**config.mk**
```make
export PLATFORM = sky130hd
export DESIGN_NAME = fifo_wr_arbiter
export DESIGN_NICKNAME = d
export VERILOG_FILES = /design/src/rtl/fifo_wr_arbiter.sv
export SDC_FILE = /design/constraint.sdc
export NUM_CORES = 1
export LEC_CHECK = 0
export BUFFER_PORTS_ARGS = -buffer_cell sky130_fd_sc_hd__buf_2
export CORE_MARGIN = 2
export CORE_UTILIZATION = 42
export DETAILED_ROUTE_END_ITERATION = 8
export GPL_TIMING_DRIVEN = 0
export PLACE_DENSITY = 0.81
export SLEW_MARGIN = 20
export SYNTH_ARGS = -nofsm -noshare
export SYNTH_HDL_FRONTEND = slang
export SYNTH_SLANG_ARGS = --single-unit
export TNS_END_PERCENT = 1
```
**constraint.sdc**
```tcl
create_clock -name clk -period 4.5 [get_ports clk]
set_clock_uncertainty 0.1 [all_clocks]
set_input_delay 0.225 -clock clk [delete_from_list [all_inputs] [get_ports clk]]
set_output_delay 0.225 -clock clk [all_outputs]
set_load 0.02 [all_outputs]
```
**src/rtl/fifo_wr_arbiter.sv**
```systemverilog
// Round-robin write arbiter in front of the 64-entry byte FIFO.
// A burst is admitted only when the FIFO has room for all of its beats.
module fifo_wr_arbiter #(
  parameter int NREQ  = 4,
  parameter int DW    = 8,
  parameter int DEPTH = 64,
  parameter int LW    = 3
) (
  input  logic                    clk,
  input  logic                    rst_n,
  input  logic [NREQ-1:0]         req,
  input  logic [NREQ*LW-1:0]      req_len,
  input  logic [NREQ*DW-1:0]      req_data,
  output logic [NREQ-1:0]         ack,
  output logic                    fifo_wr_en,
  output logic [DW-1:0]           fifo_din,
  input  logic [7:0]              fifo_counter,
  output logic                    busy,
  output logic [$clog2(NREQ)-1:0] owner
);

  localparam int PW = $clog2(NREQ);

  typedef enum logic {
    IDLE  = 1'b0,
    BURST = 1'b1
  } state_t;

  state_t          state_r;
  logic [PW-1:0]   owner_r;
  logic [LW-1:0]   beats_left_r;
  logic [PW-1:0]   rr_ptr_r;

  logic [8:0]      space_s;
  logic [8:0]      need_s;
  logic            cand_found_s;
  logic [PW-1:0]   cand_s;
  logic [PW-1:0]   idx_s;
  logic [LW-1:0]   cand_len_s;
  logic            fits_s;

  // Free FIFO space and the round-robin head-of-line candidate.
  always_comb begin
    if ({1'b0, fifo_counter} > 9'(DEPTH)) begin
      space_s = 9'd0;
    end else begin
      space_s = 9'(DEPTH) - {1'b0, fifo_counter};
    end
    cand_found_s = 1'b0;
    cand_s       = '0;
    idx_s        = '0;
    // Walk from the farthest slot back to rr_ptr so the nearest request wins.
    for (int k = NREQ - 1; k >= 0; k--) begin
      idx_s = rr_ptr_r + PW'(k);
      if (req[idx_s]) begin
        cand_found_s = 1'b1;
        cand_s       = idx_s;
      end else begin
        cand_found_s = cand_found_s;
      end
    end
    cand_len_s = req_len[cand_s*LW +: LW];
    need_s     = 9'(cand_len_s) + 9'd1;
    fits_s     = (space_s >= need_s);
  end

  // Arbitration and burst sequencing state machine.
  always_ff @(posedge clk or negedge rst_n) begin
    if (!rst_n) begin
      state_r      <= IDLE;
      owner_r      <= '0;
      beats_left_r <= '0;
      rr_ptr_r     <= '0;
    end else begin
      case (state_r)
        IDLE: begin
          if (cand_found_s && fits_s) begin
            owner_r      <= cand_s;
            beats_left_r <= cand_len_s;
            rr_ptr_r     <= cand_s + PW'(1);
            state_r      <= BURST;
          end else begin
            state_r <= IDLE;
          end
        end
        BURST: begin
          // A dropped request aborts; remaining beats are discarded.
          if (!req[owner_r] || (beats_left_r == '0)) begin
            state_r <= IDLE;
          end else begin
            beats_left_r <= beats_left_r - LW'(1);
          end
        end
        default: state_r <= IDLE;
      endcase
    end
  end

  // Write-port decode from the granted requester.
  always_comb begin
    ack        = '0;
    fifo_wr_en = 1'b0;
    fifo_din   = '0;
    if (state_r == BURST) begin
      fifo_wr_en    = req[owner_r];
      ack[owner_r]  = req[owner_r];
      fifo_din      = req_data[owner_r*DW +: DW];
    end else begin
      ack        = '0;
      fifo_wr_en = 1'b0;
      fifo_din   = '0;
    end
  end

  assign busy  = (state_r == BURST);
  assign owner = owner_r;

endmodule

```
# After elaboration in Yosys (flattened, before gate mapping)
# Cells that the tools add are included.
dict set report totals {
  output_inout_bits 16
  input_bits 58
  word_cells 63
  reg_bits 8
}
dict set report op_classes {
  bitwise_logic 2
  n_shift 2
  addsub 7
  mux 30
  n_lt_le_gt_ge 8
  n_reduce_logical 7
  mul 1
  n_eq_ne 2
}
# cell n
set op_table {}
lappend op_table {{$shiftx A32 B6 Y8} 1}
lappend op_table {{$lt A2 B3 Y1 const B} 5}
lappend op_table {{$mux W1} 13}
lappend op_table {{$shiftx A12 B5 Y3} 1}
lappend op_table {{$bmux W1 S2} 5}
lappend op_table {{$ge A9 B4 Y1} 1}
lappend op_table {{$mux W9} 1}
lappend op_table {{$sub A7 B8 Y9 const A} 1}
lappend op_table {{$gt A8 B7 Y1 const B} 1}
lappend op_table {{$mux W2} 4}
lappend op_table {{$mux W8} 1}
lappend op_table {{$mux W3} 2}
lappend op_table {{$pmux W3 S2} 1}
lappend op_table {{$add A2 B1 Y2 const B} 2}
lappend op_table {{$add A2 B2 Y2 const B} 2}
lappend op_table {{$add A3 B1 Y4 const B} 1}
lappend op_table {{$and A4 B4 Y4} 1}
lappend op_table {{$mul A2 B2 Y4 const B} 1}
lappend op_table {{$mux W4} 1}
lappend op_table {{$ne A2 B2 Y1 const B} 2}
lappend op_table {{$reduce_and A2 Y1} 2}
lappend op_table {{$logic_not A3 Y1} 1}
lappend op_table {{$sub A3 B1 Y3 const B} 1}
lappend op_table {{$demux W1 S2} 1}
lappend op_table {{6 further kinds} 7}

# Depth between registers and ports, before layout
# Gate-level depths: netlist of run 1.
dict set report logic_depth {
  word_depth 14
  ltp_mapped 14
  ltp_nobuf 14
}

# Worst setup path after synthesis of run 1
# OpenSTA, ideal clock, no wires.
dict set report synth_timing {
  kind {register to register}
  start {register rr_ptr_r[1]}
  end {register beats_left_r[0]}
  setup_ns 0.124
  required_time_ns 4.276
  arrival_ns 3.399
  stages_incl_launch_ff 13
  synth_period_minus_slack_ns 3.623
  path_slack_ns 0.877
  path_buffers 0
  path_cell_list {dfrtp_1 > mux2i_1 > a211oi_4 > mux2i_1 > mux2_4 > or3_1 > ha_1 > o21ai_0 > a21oi_1 > o41ai_2 > o21a_1 > nor3b_1 > a211o_1}
}
dict set report synth_via {
  elab_chain_cells 14
  elab_cells_between_ends 28
  cone_classes {add/sub (4); mul (1); order compare (1); eq/ne (1); shift (1); mux (18); reduce/logical (2)}
}
# item line
set synth_rtl {}
lappend synth_rtl {{start, declared} 32} ;# logic [PW-1:0] rr_ptr_r;
lappend synth_rtl {{start signal, assigned} 80} ;# rr_ptr_r <= cand_s + PW'(1);
lappend synth_rtl {{$add A2 B2 Y2} 54} ;# idx_s = rr_ptr_r + PW'(k);
lappend synth_rtl {{$bmux W1 S2} 55} ;# if (req[idx_s]) begin
lappend synth_rtl {{$mux W1 (not written as such)} 55}
lappend synth_rtl {{$mux W2 (4 in series)} 55}
lappend synth_rtl {{$mul A2 B2 Y4} 62} ;# cand_len_s = req_len[cand_s*LW +: LW];
lappend synth_rtl {{$shiftx A12 B5 Y3} 62}
lappend synth_rtl {{$add A3 B1 Y4} 63} ;# need_s = 9'(cand_len_s) + 9'd1;
lappend synth_rtl {{$ge A9 B4 Y1} 64} ;# fits_s = (space_s >= need_s);
lappend synth_rtl {{$logic_and A1 B1 Y1} 77} ;# if (cand_found_s && fits_s) begin
lappend synth_rtl {{$ne A2 B2 Y1 (no line)} --}
lappend synth_rtl {{$reduce_and A2 Y1 (no line)} --}
lappend synth_rtl {{end signal, assigned} 79} ;# beats_left_r <= cand_len_s;
lappend synth_rtl {{end signal, assigned} 91} ;# beats_left_r <= beats_left_r - LW'(1);
lappend synth_rtl {{end, declared} 31} ;# logic [LW-1:0] beats_left_r;
# Parallel ways exist; a longest one is shown, timed or not. The select of a mux whose other input is x is not followed.
# A chain may end at the register's enable or synchronous reset.

# Worst setup path after layout of run 1
# Same ends and word-level chain as after synthesis.

==> tab_implementation.tex, run 1 <==
\begin{tabular}{lr}
\hline
Metric & Value \\
\hline
\multicolumn{2}{l}{\textbf{Critical path}} \\
CP peak stage delay & roughly 0.6 ns \\
Largest fanout on the critical path & 9 \\
Arrival time worst endpoint & slightly above 4 ns \\
Most numerous cell on the critical path & sky130\_fd\_sc\_hd\_\_mux2i\_1 \\
Required @ worst endpoint & approximately 4.6 ns \\
Critical path launch point type & flip-flop \\
Crit path capture type & flip-flop \\
Worst path cell trace & mux2i\_1, a211oi\_4, mux2i\_1, mux2\_4, or3\_1, ha\_1, o21ai\_0, a21oi\_1, o41ai\_2, o21a\_1, nor3b\_1, a211o\_1 \\
Slowest library cell on the worst path & sky130\_fd\_sc\_hd\_\_o41ai\_2 \\
Kind of critical path & reg -> reg \\
\multicolumn{2}{l}{\textbf{Timing}} \\
Final Hold Fails & 0 \\
Max transition margin & between 50\% and 60\% \\
Period minus WS final & around 4 ns \\
Maximum clock frequency & approximately 250 MHz \\
Setup TNS Final & 0 ns \\
Setup repair after global routing missed its margin & no \\
Transition time at the pin with the least slew margin & 0.6574 ns \\
Final cycle utilization of the critical path & approximately 90\% \\
Fin. max-slew vios & 0 \\
\# setup viols final & 0 \\
Crit path setup slack, layout & $\sim$0.43 ns \\
\multicolumn{2}{l}{\textbf{Placed design}} \\
DP Cell Count & approximately 220 \\
Setup WS pre-CTS & 0.4429 ns \\
GP Congestion & about 0.85 \\
Count of buffers from port buffering & 73 \\
Post-DP HPWL & 2.655 mm \\
\multicolumn{2}{l}{\textbf{Power}} \\
Switching Power & about 0.00040 W \\
Part of the total power dissipated in combinational logic & between 70 and 80\% \\
Clock share of power & around 7\% \\
Worst IR Drop VDD & 0.4483 mV \\
Switching power as a share of total power & roughly 48\% \\
Cell area power density & approximately 550 nW/um\^{}2 \\
Seq pwr share & between 10\% and 20\% \\
Leak Pwr & a little under 0.8 nW \\
Cell-internal power & between 0.0004 and 0.0005 W \\
\multicolumn{2}{l}{\textbf{CTS}} \\
Clk\_lat worst skew & 0.26 ns \\
Clock Tree Buf Depth & 2 \\
CTS Buf Count & 3 \\
Count of clock tree sinks & 8 \\
Number of H-tree levels & 1 \\
Clock tree from TritonCTS & done \\
Number of gates resized after cts & 0 \\
Clock transition time at the flip-flop clock pins of the worst setup and hold paths & $\sim$0.060 ns \\
Root Buffer & sky130\_fd\_sc\_hd\_\_clkbuf\_4 \\
\multicolumn{2}{l}{\textbf{Layout}} \\
Area growth, synth to finish & 40.05\% \\
Post-Layout Cell Count & approximately 220 \\
Net count reported at finish & around 260 \\
Share of post-route cells with drive strength above 1 & about 50\% \\
Filler Cells Inserted & around 210 \\
\# diodes & 0 \\
\multicolumn{2}{l}{\textbf{Global route}} \\
Number of global-route vias before repair & 1,131 \\
Total global routing overflow & 0 \\
Wire length of the first global-routing pass & around 4.8 mm \\
Antenna violations before repair & 0 \\
Largest net degree at the start of global routing & 11 \\
Tot GR Track Use & a little under a quarter \\
\multicolumn{2}{l}{\textbf{Floorplanning}} \\
Total die area & around 3000 sq um \\
Die Y & between 50 and 60 microns \\
Ports & between 70 and 80 \\
Starting density of the core & roughly 44\% \\
Core Box Area & about 2500 sq um \\
Cell row count & 18 \\
Width of the die & about 55 microns \\
\multicolumn{2}{l}{\textbf{Detailed routing}} \\
Average wire per standard cell & roughly 14 microns \\
Total wirelength of the detailed-routed design & around 3.1 mm \\
Vias post-DR & $\sim$1,200 \\
Initial DRC count & 14 \\
ANT nets after route & 0 \\
First drt pass iteration count & 4 \\
DR vias/cell & between 5 and 6 \\
Remaining DRCs & 0 \\
\multicolumn{2}{l}{\textbf{Yosys}} \\
Netlist cell types & 30 \\
Part of the Yosys area used for sequential elements & 18.41\% \\
Share of flip-flops with an asynchronous set or reset & 100.0\% \\
Count of mapped cells out of synthesis & around 110 \\
Cell Area, Synth & 1087 sq um \\
Yosys warns & 0 \\
Yosys reg bits & 8 \\
Most used flip-flop cell after synthesis & sky130\_fd\_sc\_hd\_\_dfrtp\_1 \\
EDFF count, synth & 0 \\
Avg Synthesized Cell Area & 9.538 sq um \\
Syn nets & 179 \\
\multicolumn{2}{l}{\textbf{Hold path}} \\
Type of the worst min-delay path & in -> async \\
\multicolumn{2}{l}{\textbf{Run status}} \\
Outcome & completed \\
\multicolumn{2}{l}{\textbf{Flow run}} \\
Number of max-cap violations & 0 \\
\hline
\end{tabular}
-- cells by family (layout without fill, tap and decap cells) --
| kind of cell | Yosys count | after routing | share of synthesized area (%) |
|---|---|---|---|
| flops | 8 | 8 | 18.41 |
| simple gates | 40 | 40 | 19.79 |
| fa+ha+maj | 7 | 7 | 8.055 |
| buf+inv | 13 | 90 | 4.487 |
| xor+xnor | 4 | 4 | 3.223 |
| compound gates | 19 | 19 | 13.35 |
| mux | 23 | 23 | 32.68 |
-- cell type report --
cell class | count | area (sq um) | share of cell area (%)
plain buffers | 4 | 15.01 | 0.9860
clock buffers | 3 | 22.52 | 1.479
inverters | 9 | 33.78 | 2.219
multi-input cells | 93 | 838.3 | 55.05
flip-flops and latches | 8 | 200.2 | 13.15
well taps | 30 | 37.54 | 2.465
repair buffers | 74 | 375.4 | 24.65
-- layout by cell type, fill, tap and decap left out, drive strengths merged --
| cell type | count |
|---|---|
| nand2 | 9 |
| mux4 | 9 |
| xnor2 | 3 |
| a211o | 1 |
| nor4 | 5 |
| a21oi | 7 |
| nor3b | 4 |
| dfrtp | 8 |
| mux2i | 7 |
| nand3b | 1 |
| a211oi | 1 |
| o41ai | 1 |
| nor3 | 3 |
| buf | 74 |
| o21a | 1 |
| inv | 9 |
| o211ai | 1 |
| or3 | 1 |
| ha | 7 |
| o31a | 1 |
| o21ai | 6 |
| clkbuf | 6 |
| and2 | 10 |
| dlygate4sd3 | 1 |
| mux2 | 7 |
| xor2 | 1 |
| and3 | 1 |
| nor2 | 6 |
-- critical path, delay by kind of cell, from the launching register on --
family / cells / cell delay, ns
adders and majority gates: 1 / 0.27
and+or+nand+nor: 2 / 0.49
AOI/OAI and AO/OA: 6 / 2.02
DFF: 1 / 0.42
muxes: 3 / 0.64
-- Yosys cell counts (4+ instances only) --
master / n / area (sq um)
sky130_fd_sc_hd__nand2_1: 9 / 33.78
sky130_fd_sc_hd__nor4_1: 5 / 31.28
sky130_fd_sc_hd__mux2i_1: 7 / 70.07
sky130_fd_sc_hd__mux2_2: 6 / 67.56
sky130_fd_sc_hd__inv_1: 9 / 33.78
sky130_fd_sc_hd__ha_1: 7 / 87.58
sky130_fd_sc_hd__a21oi_1: 6 / 30.03
sky130_fd_sc_hd__nor3b_1: 4 / 30.03
sky130_fd_sc_hd__o21ai_0: 4 / 20.02
sky130_fd_sc_hd__mux4_2: 9 / 202.7
sky130_fd_sc_hd__dfrtp_1: 8 / 200.2
sky130_fd_sc_hd__and2_1: 10 / 62.56
sky130_fd_sc_hd__nor2_1: 6 / 22.52
-- final timing paths --
path,slack [ns],cells after the start,start,to
hold reg to reg,0.38,2,beats_left_r[2],beats_left_r[2]
setup / recovery,0.43,12,rr_ptr_r[1],beats_left_r[0]
min in group clk,0.38,2,beats_left_r[2],beats_left_r[2]
setup reg to reg,0.43,12,rr_ptr_r[1],beats_left_r[0]
max in group asynchronous,3.89,2,rst_n,beats_left_r[0]
hold / removal,0.24,2,rst_n,owner[1]
-- per-stage QoR --
step           power [W]  area (sq um)  utilization, %  hold slack (ns)
2_1_floorplan  0.0006163          1087               -          -0.1706
3_3_place_gp   0.0007419          1490           60.70         -0.03213
3_5_place_dp   0.0007792          1490           60.70         -0.02199
4_1_cts        0.0008420          1523           62.03           0.2255
5_1_grt        0.0009228          1523           62.03           0.2501
6_report       0.0008345          1523           62.03           0.2388
-- state kept, by name, summed over array words and instances, names as in the netlist --
register / cells
beats_left_r: 3
rr_ptr_r: 2
owner: 2
busy: 1
-- repair_timing --
action	CTS	global route
setup endpoints to repair	0	0
hold endpoints to repair	8	0
hold buffers	1	0
buffers inserted	0	0
-- power groups by stage --
stage,Combinational (W),Clock (W),Sequential (W)
after global routing,0.000706,0.0000649,0.000152
after floorplan,0.000460,0,0.000156
after CTS,0.000635,0.0000604,0.000147
after detailed placement,0.000631,0,0.000148
final,0.000629,0.0000579,0.000147
after global placement,0.000597,0,0.000145
-- routing by layer --
| metal | routed length [microns] | part of all wire (%) | up-vias | track usage [%] |
|---|---|---|---|---|
| met5 | 0 | 0 | - | 0 |
| met4 | 42 | 1.3 | 0 | 7.083 |
| met3 | 150 | 4.8 | 7 | 4.645 |
| met2 | 1824 | 58 | 43 | 44.05 |
| met1 | 1113 | 36 | 556 | 23.61 |
| li1 | - | - | 580 | - |
Power figures use the tool's default switching activity.
==> run 2, diff against run 1 <==
- CORE_MARGIN: 2 -> 5
==> run 2 against run 1 <==
Non-clock buffer count unchanged. Power is 1.4% lower. Routed wire length up 1.1%. Clock power is 7.1% lower. Critical path depth is the same. Utilization is 0.56 points lower. Global-route usage fell by 6.7 points. Register-to-register slack improved by 0.02 ns. Count of clock-buffer cells in the layout is the same. Die area up 23%. Worst setup slack improved by 0.024 ns. First-iteration DRC count increased by 86%. Critical endpoint unchanged. Largest cell class unchanged. Highest routed layer unchanged.
==> tab_implementation.tex, run 2 (synthesis gave the netlist of run 1 again) <==
\begin{tabular}{lr}
\hline
Metric & Value \\
\hline
\multicolumn{2}{l}{\textbf{Run status}} \\
Outcome & completed \\
\multicolumn{2}{l}{\textbf{Placed design}} \\
GP Congestion & 0.7707 \\
Post-DP HPWL & roughly 2.8 mm \\
DP Cell Count & between 200 and 250 \\
Count of buffers from port buffering & between 70 and 80 \\
\multicolumn{2}{l}{\textbf{Timing}} \\
Setup TNS Final & 0 ns \\
Final cycle utilization of the critical path & 89.85\% \\
\# setup viols final & 0 \\
Period minus WS final & approximately 4.0 ns \\
Transition time at the pin with the least slew margin & between 0.6 and 0.7 ns \\
Final Hold Fails & 0 \\
Max transition margin & 55.17\% \\
Maximum clock frequency & roughly 250 MHz \\
Worst hold slack & around 0.24 ns \\
Fin. max-slew vios & 0 \\
Setup repair after global routing missed its margin & no \\
\multicolumn{2}{l}{\textbf{Detailed routing}} \\
ANT nets after route & 0 \\
Average wire per standard cell & $\sim$14 microns \\
First drt pass iteration count & 4 \\
Vias post-DR & about 1,200 \\
Initial DRC count & 26 \\
Remaining DRCs & 0 \\
DR vias/cell & between 5 and 6 \\
Total wirelength of the detailed-routed design & about 3.2 mm \\
\multicolumn{2}{l}{\textbf{Layout}} \\
Most used cells in the layout excluding fill and tap cells & sky130\_fd\_sc\_hd\_\_buf\_2, sky130\_fd\_sc\_hd\_\_and2\_1, sky130\_fd\_sc\_hd\_\_inv\_1, sky130\_fd\_sc\_hd\_\_nand2\_1, sky130\_fd\_sc\_hd\_\_mux4\_2 \\
Post-Layout Cell Count & $\sim$220 \\
Filler Cells Inserted & approximately 230 \\
\# diodes & 0 \\
Max FFs per register & 3 \\
Share of post-route cells with drive strength above 1 & between 50\% and 60\% \\
Most frequent standard cell in the layout excluding fill and tap cells & sky130\_fd\_sc\_hd\_\_buf\_2 \\
Top reg by flops & beats\_left\_r \\
Area of all sequential standard cells & around 200 sq um \\
Multi-input logic area & 838.3 sq um \\
Net count reported at finish & around 260 \\
Area growth, synth to finish & 40.05\% \\
\multicolumn{2}{l}{\textbf{Critical path}} \\
Setup slack of the most critical reg-to-reg path & roughly 0.46 ns \\
Required @ worst endpoint & 4.53 ns \\
Critical path launch point type & flip-flop \\
Largest fanout on the critical path & 9 \\
R2R depth & 12 \\
Worst path cell trace & mux2i\_1, a211oi\_4, mux2i\_1, mux2\_4, or3\_1, ha\_1, o21ai\_0, a21oi\_1, o41ai\_2, o21a\_1, nor3b\_1, a211o\_1 \\
Worst reg2reg startpoint & rr\_ptr\_r[1] \\
Most numerous cell on the critical path & sky130\_fd\_sc\_hd\_\_mux2i\_1 \\
Crit path capture type & flip-flop \\
CP peak stage delay & slightly above 0.6 ns \\
Worst reg2reg endpoint & beats\_left\_r[0] \\
Slowest library cell on the worst path & sky130\_fd\_sc\_hd\_\_o41ai\_2 \\
Arrival time worst endpoint & $\sim$4 ns \\
Kind of critical path & reg -> reg \\
\multicolumn{2}{l}{\textbf{Power}} \\
Switching power as a share of total power & a little under half \\
Part of the total power dissipated in combinational logic & roughly three quarters \\
Switching Power & $\sim$0.00039 W \\
Final Total Pwr & 0.0008226 W \\
Seq pwr share & between 10\% and 20\% \\
Leak Pwr & approximately 0.78 nW \\
Worst IR Drop VDD & between 0.3 and 0.4 mV \\
Cell area power density & about 540 nW/um\^{}2 \\
Clock share of power & between 6 and 7\% \\
Cell-internal power & 0.0004346 W \\
\multicolumn{2}{l}{\textbf{CTS}} \\
Count of clock tree sinks & 8 \\
Number of gates resized after cts & 0 \\
Number of H-tree levels & 1 \\
Clock tree from TritonCTS & done \\
Clock Tree Buf Depth & 2 \\
Clock transition time at the flip-flop clock pins of the worst setup and hold paths & approximately 0.05 ns \\
CTS Buf Count & 3 \\
Root Buffer & sky130\_fd\_sc\_hd\_\_clkbuf\_4 \\
Clk\_lat worst skew & 0.25 ns \\
\multicolumn{2}{l}{\textbf{Global route}} \\
Tot GR Track Use & approximately 16\% \\
Wire length of the first global-routing pass & about 4.5 mm \\
Total global routing overflow & 0 \\
Number of global-route vias before repair & approximately 1,100 \\
Largest net degree at the start of global routing & 11 \\
Antenna violations before repair & 0 \\
\multicolumn{2}{l}{\textbf{Floorplanning}} \\
Die Y & about 61 microns \\
Width of the die & a little over 60 microns \\
Starting density of the core & a little over two fifths \\
Ports & 74 \\
Core Box Area & 2477 sq um \\
Total die area & around 3700 sq um \\
Cell row count & 18 \\
\multicolumn{2}{l}{\textbf{Flow run}} \\
Number of max-cap violations & 0 \\
\multicolumn{2}{l}{\textbf{Hold path}} \\
Type of the worst min-delay path & in -> async \\
\hline
\end{tabular}
-- run 2: cell counts in the layout (fill, tap and decap cells not counted) --
Identical to the previous run, type by type.
-- run 2: metal layers --
metal,track usage (%),wire (microns)
met2,30.38,1734
met1,17.43,1137
met3,2.766,265
met5,0,0
met4,5.882,28
-- run 2: worst max-delay path, delay by kind of cell (launching register included) --
| kind | cells | cell delay (ns) |
|---|---|---|
| simple gates | 2 | 0.47 |
| compound gates | 6 | 2.00 |
| mux | 3 | 0.67 |
| flops | 1 | 0.42 |
| fa+ha+maj | 1 | 0.27 |
-- run 2: metrics by stage --
step / utilization [%] / setup WS (ns) / cell area [sq um]
3_5_place_dp: 60.15 / 0.4718 / 1490
6_report: 61.46 / 0.4569 / 1523
3_3_place_gp: 60.15 / 0.6024 / 1490
5_1_grt: 61.46 / 0.1897 / 1523
4_1_cts: 61.46 / 0.4562 / 1523
2_1_floorplan: - / 0.8769 / 1087
-- run 2: repair_timing --
action	CTS	global route
endpoints found under the hold margin	8	0
setup buffers	0	0
hold buffers	1	0
-- run 2: area by class of cell --
cell class | instances | area share (%)
Multi-Input combinational cell | 93 | 55.05
Timing Repair Buffer | 74 | 24.65
Buffer | 4 | 0.9860
Tap cell | 30 | 2.465
Sequential cell | 8 | 13.15
Clock buffer | 3 | 1.479
Inverter | 9 | 2.219
-- run 2: power groups by stage --
stage | Combinational, W | Clock, W | Sequential (W)
2_1_floorplan | 0.000460 | 0 | 0.000156
3_3_place_gp | 0.000600 | 0 | 0.000144
3_5_place_dp | 0.000627 | 0 | 0.000148
4_1_cts | 0.000630 | 0.0000558 | 0.000147
5_1_grt | 0.000687 | 0.0000592 | 0.000152
6_report | 0.000621 | 0.0000538 | 0.000148
-- run 2: worst max-delay path by stage --
stage | start | to | slack (ns) | cells past startpoint
after detailed placement | rr_ptr_r[1] | beats_left_r[0] | 0.47 | 12
after global placement | rr_ptr_r[1] | beats_left_r[0] | 0.60 | 12
after CTS | rr_ptr_r[1] | beats_left_r[0] | 0.46 | 12
after floorplan | rr_ptr_r[1] | beats_left_r[0] | 0.88 | 12
after global routing | rr_ptr_r[1] | beats_left_r[0] | 0.19 | 13
final | rr_ptr_r[1] | beats_left_r[0] | 0.46 | 12
==> run 3, diff against run 2 <==
- ABC_AREA: default -> 1
- CORE_UTILIZATION: 42 -> 46
- PLACE_DENSITY: 0.81 -> 0.82
==> run 3 against run 2 <==
Combinational power increased by 92%. Cell area increased by 20%. Sequential share of layout area decreased by 2.2 points. Largest power group unchanged. Hold slack got worse by 0.0014 ns. Critical endpoint unchanged.
==> tab_implementation.tex, run 3 <==
\begin{tabular}{lr}
\hline
Metric & Value \\
\hline
\multicolumn{2}{l}{\textbf{Run status}} \\
Outcome & completed \\
\multicolumn{2}{l}{\textbf{Layout}} \\
Area growth, synth to finish & 31.68\% \\
Multi-input logic area & $\sim$1000 sq um \\
Area of all sequential standard cells & about 200 sq um \\
Post-Layout Cell Count & 338 \\
Top reg by flops & beats\_left\_r \\
Most used cells in the layout excluding fill and tap cells & sky130\_fd\_sc\_hd\_\_buf\_2, sky130\_fd\_sc\_hd\_\_nand2\_1, sky130\_fd\_sc\_hd\_\_inv\_1 \\
Filler Cells Inserted & between 200 and 300 \\
Max FFs per register & 3 \\
\# diodes & 0 \\
Share of post-route cells with drive strength above 1 & a little over a third \\
Most frequent standard cell in the layout excluding fill and tap cells & sky130\_fd\_sc\_hd\_\_buf\_2 \\
Net count reported at finish & 372 \\
\multicolumn{2}{l}{\textbf{CTS}} \\
Clk\_lat worst skew & approximately 0.25 ns \\
Number of H-tree levels & 1 \\
CTS Buf Count & 3 \\
Clock transition time at the flip-flop clock pins of the worst setup and hold paths & approximately 0.05 ns \\
Post-CTS setup buffer count & 0 \\
Count of clock tree sinks & 8 \\
Root Buffer & sky130\_fd\_sc\_hd\_\_clkbuf\_4 \\
Clock Tree Buf Depth & 2 \\
Clock tree from TritonCTS & done \\
\multicolumn{2}{l}{\textbf{Yosys}} \\
Cell Area, Synth & approximately 1400 sq um \\
Top cells by area in the synthesized netlist & sky130\_fd\_sc\_hd\_\_nand2\_1, sky130\_fd\_sc\_hd\_\_dfrtp\_1, sky130\_fd\_sc\_hd\_\_nand3\_1 \\
Most used standard cell by instance count after synthesis & sky130\_fd\_sc\_hd\_\_nand2\_1 \\
Cell taking the most area after synthesis & sky130\_fd\_sc\_hd\_\_nand2\_1 \\
Netlist cell types & 28 \\
Fraction of post-synthesis cell area in the top cell type by area & between 10\% and 20\% \\
Yosys warns & 0 \\
EDFF count, synth & 0 \\
Syn nets & $\sim$290 \\
Yosys reg bits & 8 \\
Share of flip-flops with an asynchronous set or reset & 100.0\% \\
Part of the Yosys area used for sequential elements & between 10\% and 20\% \\
Avg Synthesized Cell Area & 6.080 sq um \\
Count of mapped cells out of synthesis & around 230 \\
List of most frequent post-synthesis cells & sky130\_fd\_sc\_hd\_\_nand2\_1, sky130\_fd\_sc\_hd\_\_inv\_1, sky130\_fd\_sc\_hd\_\_nand3\_1, sky130\_fd\_sc\_hd\_\_nor2\_1, sky130\_fd\_sc\_hd\_\_a21oi\_1 \\
Most used flip-flop cell after synthesis & sky130\_fd\_sc\_hd\_\_dfrtp\_1 \\
\multicolumn{2}{l}{\textbf{Timing}} \\
Setup repair after global routing missed its margin & no \\
Max transition margin & 58.94\% \\
Fin. max-slew vios & 0 \\
Final Hold Fails & 0 \\
\# setup viols final & 0 \\
Setup TNS Final & 0 ns \\
Transition time at the pin with the least slew margin & approximately 0.6 ns \\
Crit path setup slack, layout & about 1.3 ns \\
Final cycle utilization of the critical path & slightly above 70\% \\
Worst hold slack & 0.2371 ns \\
Maximum clock frequency & roughly 310 MHz \\
Period minus WS final & 3.209 ns \\
\multicolumn{2}{l}{\textbf{Floorplanning}} \\
Starting density of the core & a little under half \\
Core Box Area & around 3000 sq um \\
Width of the die & around 65 microns \\
Total die area & roughly 4200 sq um \\
Cell row count & 20 \\
Die Y & 64.90 microns \\
Ports & 74 \\
\multicolumn{2}{l}{\textbf{Placed design}} \\
Setup WS pre-CTS & between 1 and 1.5 ns \\
GP Congestion & $\sim$0.86 \\
DP Cell Count & around 330 \\
Count of buffers from port buffering & 73 \\
Post-DP HPWL & approximately 3.2 mm \\
\multicolumn{2}{l}{\textbf{Global route}} \\
Wire length of the first global-routing pass & approximately 6.4 mm \\
Number of global-route vias before repair & around 1,500 \\
Largest net degree at the start of global routing & 11 \\
Antenna violations before repair & 0 \\
Tot GR Track Use & 18.24\% \\
Total global routing overflow & 0 \\
\multicolumn{2}{l}{\textbf{Power}} \\
Seq pwr share & a little over a tenth \\
Cell-internal power & 0.0005758 W \\
Cell area power density & about 760 nW/um\^{}2 \\
Part of the total power dissipated in combinational logic & 85.5\% \\
Clock share of power & under 10\% \\
Leak Pwr & 1.068 nW \\
Switching Power & slightly above 0.0008 W \\
Worst IR Drop VDD & 0.4886 mV \\
Switching power as a share of total power & approximately 59\% \\
\multicolumn{2}{l}{\textbf{Critical path}} \\
R2R depth & 21 \\
Setup slack of the most critical reg-to-reg path & 1.29 ns \\
Worst reg2reg startpoint & rr\_ptr\_r[0] \\
Kind of critical path & reg -> reg \\
Worst reg2reg endpoint & beats\_left\_r[0] \\
Crit path capture type & flip-flop \\
Arrival time worst endpoint & 3.28 ns \\
Critical path launch point type & flip-flop \\
Required @ worst endpoint & 4.57 ns \\
Largest fanout on the critical path & 10 \\
\multicolumn{2}{l}{\textbf{Detailed routing}} \\
DR vias/cell & about 5.2 \\
Remaining DRCs & 0 \\
First drt pass iteration count & 4 \\
Vias post-DR & between 1,500 and 2,000 \\
Initial DRC count & 100 \\
Total wirelength of the detailed-routed design & 3.800 mm \\
Average wire per standard cell & 11.24 microns \\
ANT nets after route & 0 \\
\multicolumn{2}{l}{\textbf{Flow run}} \\
Number of max-cap violations & 0 \\
\multicolumn{2}{l}{\textbf{Hold path}} \\
Type of the worst min-delay path & in -> async \\
\hline
\end{tabular}
[run 3: logic make-up after synthesis]
family	share of synthesized area [%]
compound gates	16.97
fa+ha+maj	6.317
buf+inv	13.45
flops	14.44
simple gates	48.83
[run 3: repair_timing]
item	in CTS	in global routing
resized for setup	0	0
endpoints found under the hold margin	8	0
hold buffers	1	0
[run 3: through the flow]
| stage | utilization (%) | total power, W | area, sq um |
|---|---|---|---|
| 5_1_grt | 61.30 | 0.001571 | 1826 |
| 6_report | 61.30 | 0.001396 | 1826 |
| 3_3_place_gp | 60.21 | 0.001318 | 1793 |
| 2_1_floorplan | - | 0.001085 | 1386 |
| 3_5_place_dp | 60.21 | 0.001344 | 1793 |
| 4_1_cts | 61.30 | 0.001401 | 1826 |
[run 3: layout make-up]
cell class | instances | area share (%)
Multi-Input combinational cell | 175 | 54.76
Buffer | 6 | 2.193
Clock buffer | 3 | 1.234
Inverter | 39 | 8.019
Tap cell | 33 | 2.262
Timing Repair Buffer | 74 | 20.56
Sequential cell | 8 | 10.97
[run 3: worst max-delay path by stage]
stage,start,slack (ns),to
global placement,rr_ptr_r[0],1.34,beats_left_r[0]
CTS,rr_ptr_r[0],1.28,beats_left_r[0]
global route,rr_ptr_r[0],1.0,beats_left_r[0]
finish,rr_ptr_r[0],1.29,beats_left_r[0]
detailed placement,rr_ptr_r[0],1.29,beats_left_r[0]
floorplan,rr_ptr_r[0],1.69,rr_ptr_r[1]
[run 3: worst max-delay path, stage by stage, from the launching register on]
cell and delay [ns]:
sky130_fd_sc_hd__dfrtp_1 0.38, sky130_fd_sc_hd__buf_6 0.15, sky130_fd_sc_hd__o21ai_2 0.20, sky130_fd_sc_hd__nand2_4 0.09
sky130_fd_sc_hd__nand3_2 0.12, sky130_fd_sc_hd__nand3_4 0.14, sky130_fd_sc_hd__nand2_4 0.11, sky130_fd_sc_hd__buf_6 0.14
sky130_fd_sc_hd__nand2_1 0.06, sky130_fd_sc_hd__nand3_1 0.08, sky130_fd_sc_hd__nand2_1 0.09, sky130_fd_sc_hd__nand3_1 0.08
sky130_fd_sc_hd__nand2_1 0.05, sky130_fd_sc_hd__ha_1 0.27, sky130_fd_sc_hd__a21oi_1 0.15, sky130_fd_sc_hd__o21bai_1 0.08
sky130_fd_sc_hd__a21oi_1 0.12, sky130_fd_sc_hd__nand2_1 0.06, sky130_fd_sc_hd__nand2_1 0.16, sky130_fd_sc_hd__buf_2 0.24
sky130_fd_sc_hd__a21oi_1 0.09, sky130_fd_sc_hd__a21oi_1 0.16
[run 3: power groups by stage]
stage	Sequential (W)	Combinational, W	Clock, W
2_1_floorplan	0.000159	0.000926	0
3_3_place_gp	0.000148	0.00117	0
3_5_place_dp	0.000150	0.00119	0
4_1_cts	0.000150	0.00120	0.0000536
5_1_grt	0.000156	0.00136	0.0000594
6_report	0.000149	0.00119	0.0000530
[run 3: per-layer routing]
| metal | wire length, microns | global-route usage, % | up-vias |
|---|---|---|---|
| met4 | 17 | 1.847 | 0 |
| met3 | 214 | 3.466 | 5 |
| met5 | 0 | 0 | - |
| met2 | 1876 | 30.27 | 54 |
| li1 | - | - | 917 |
| met1 | 1693 | 25.24 | 777 |
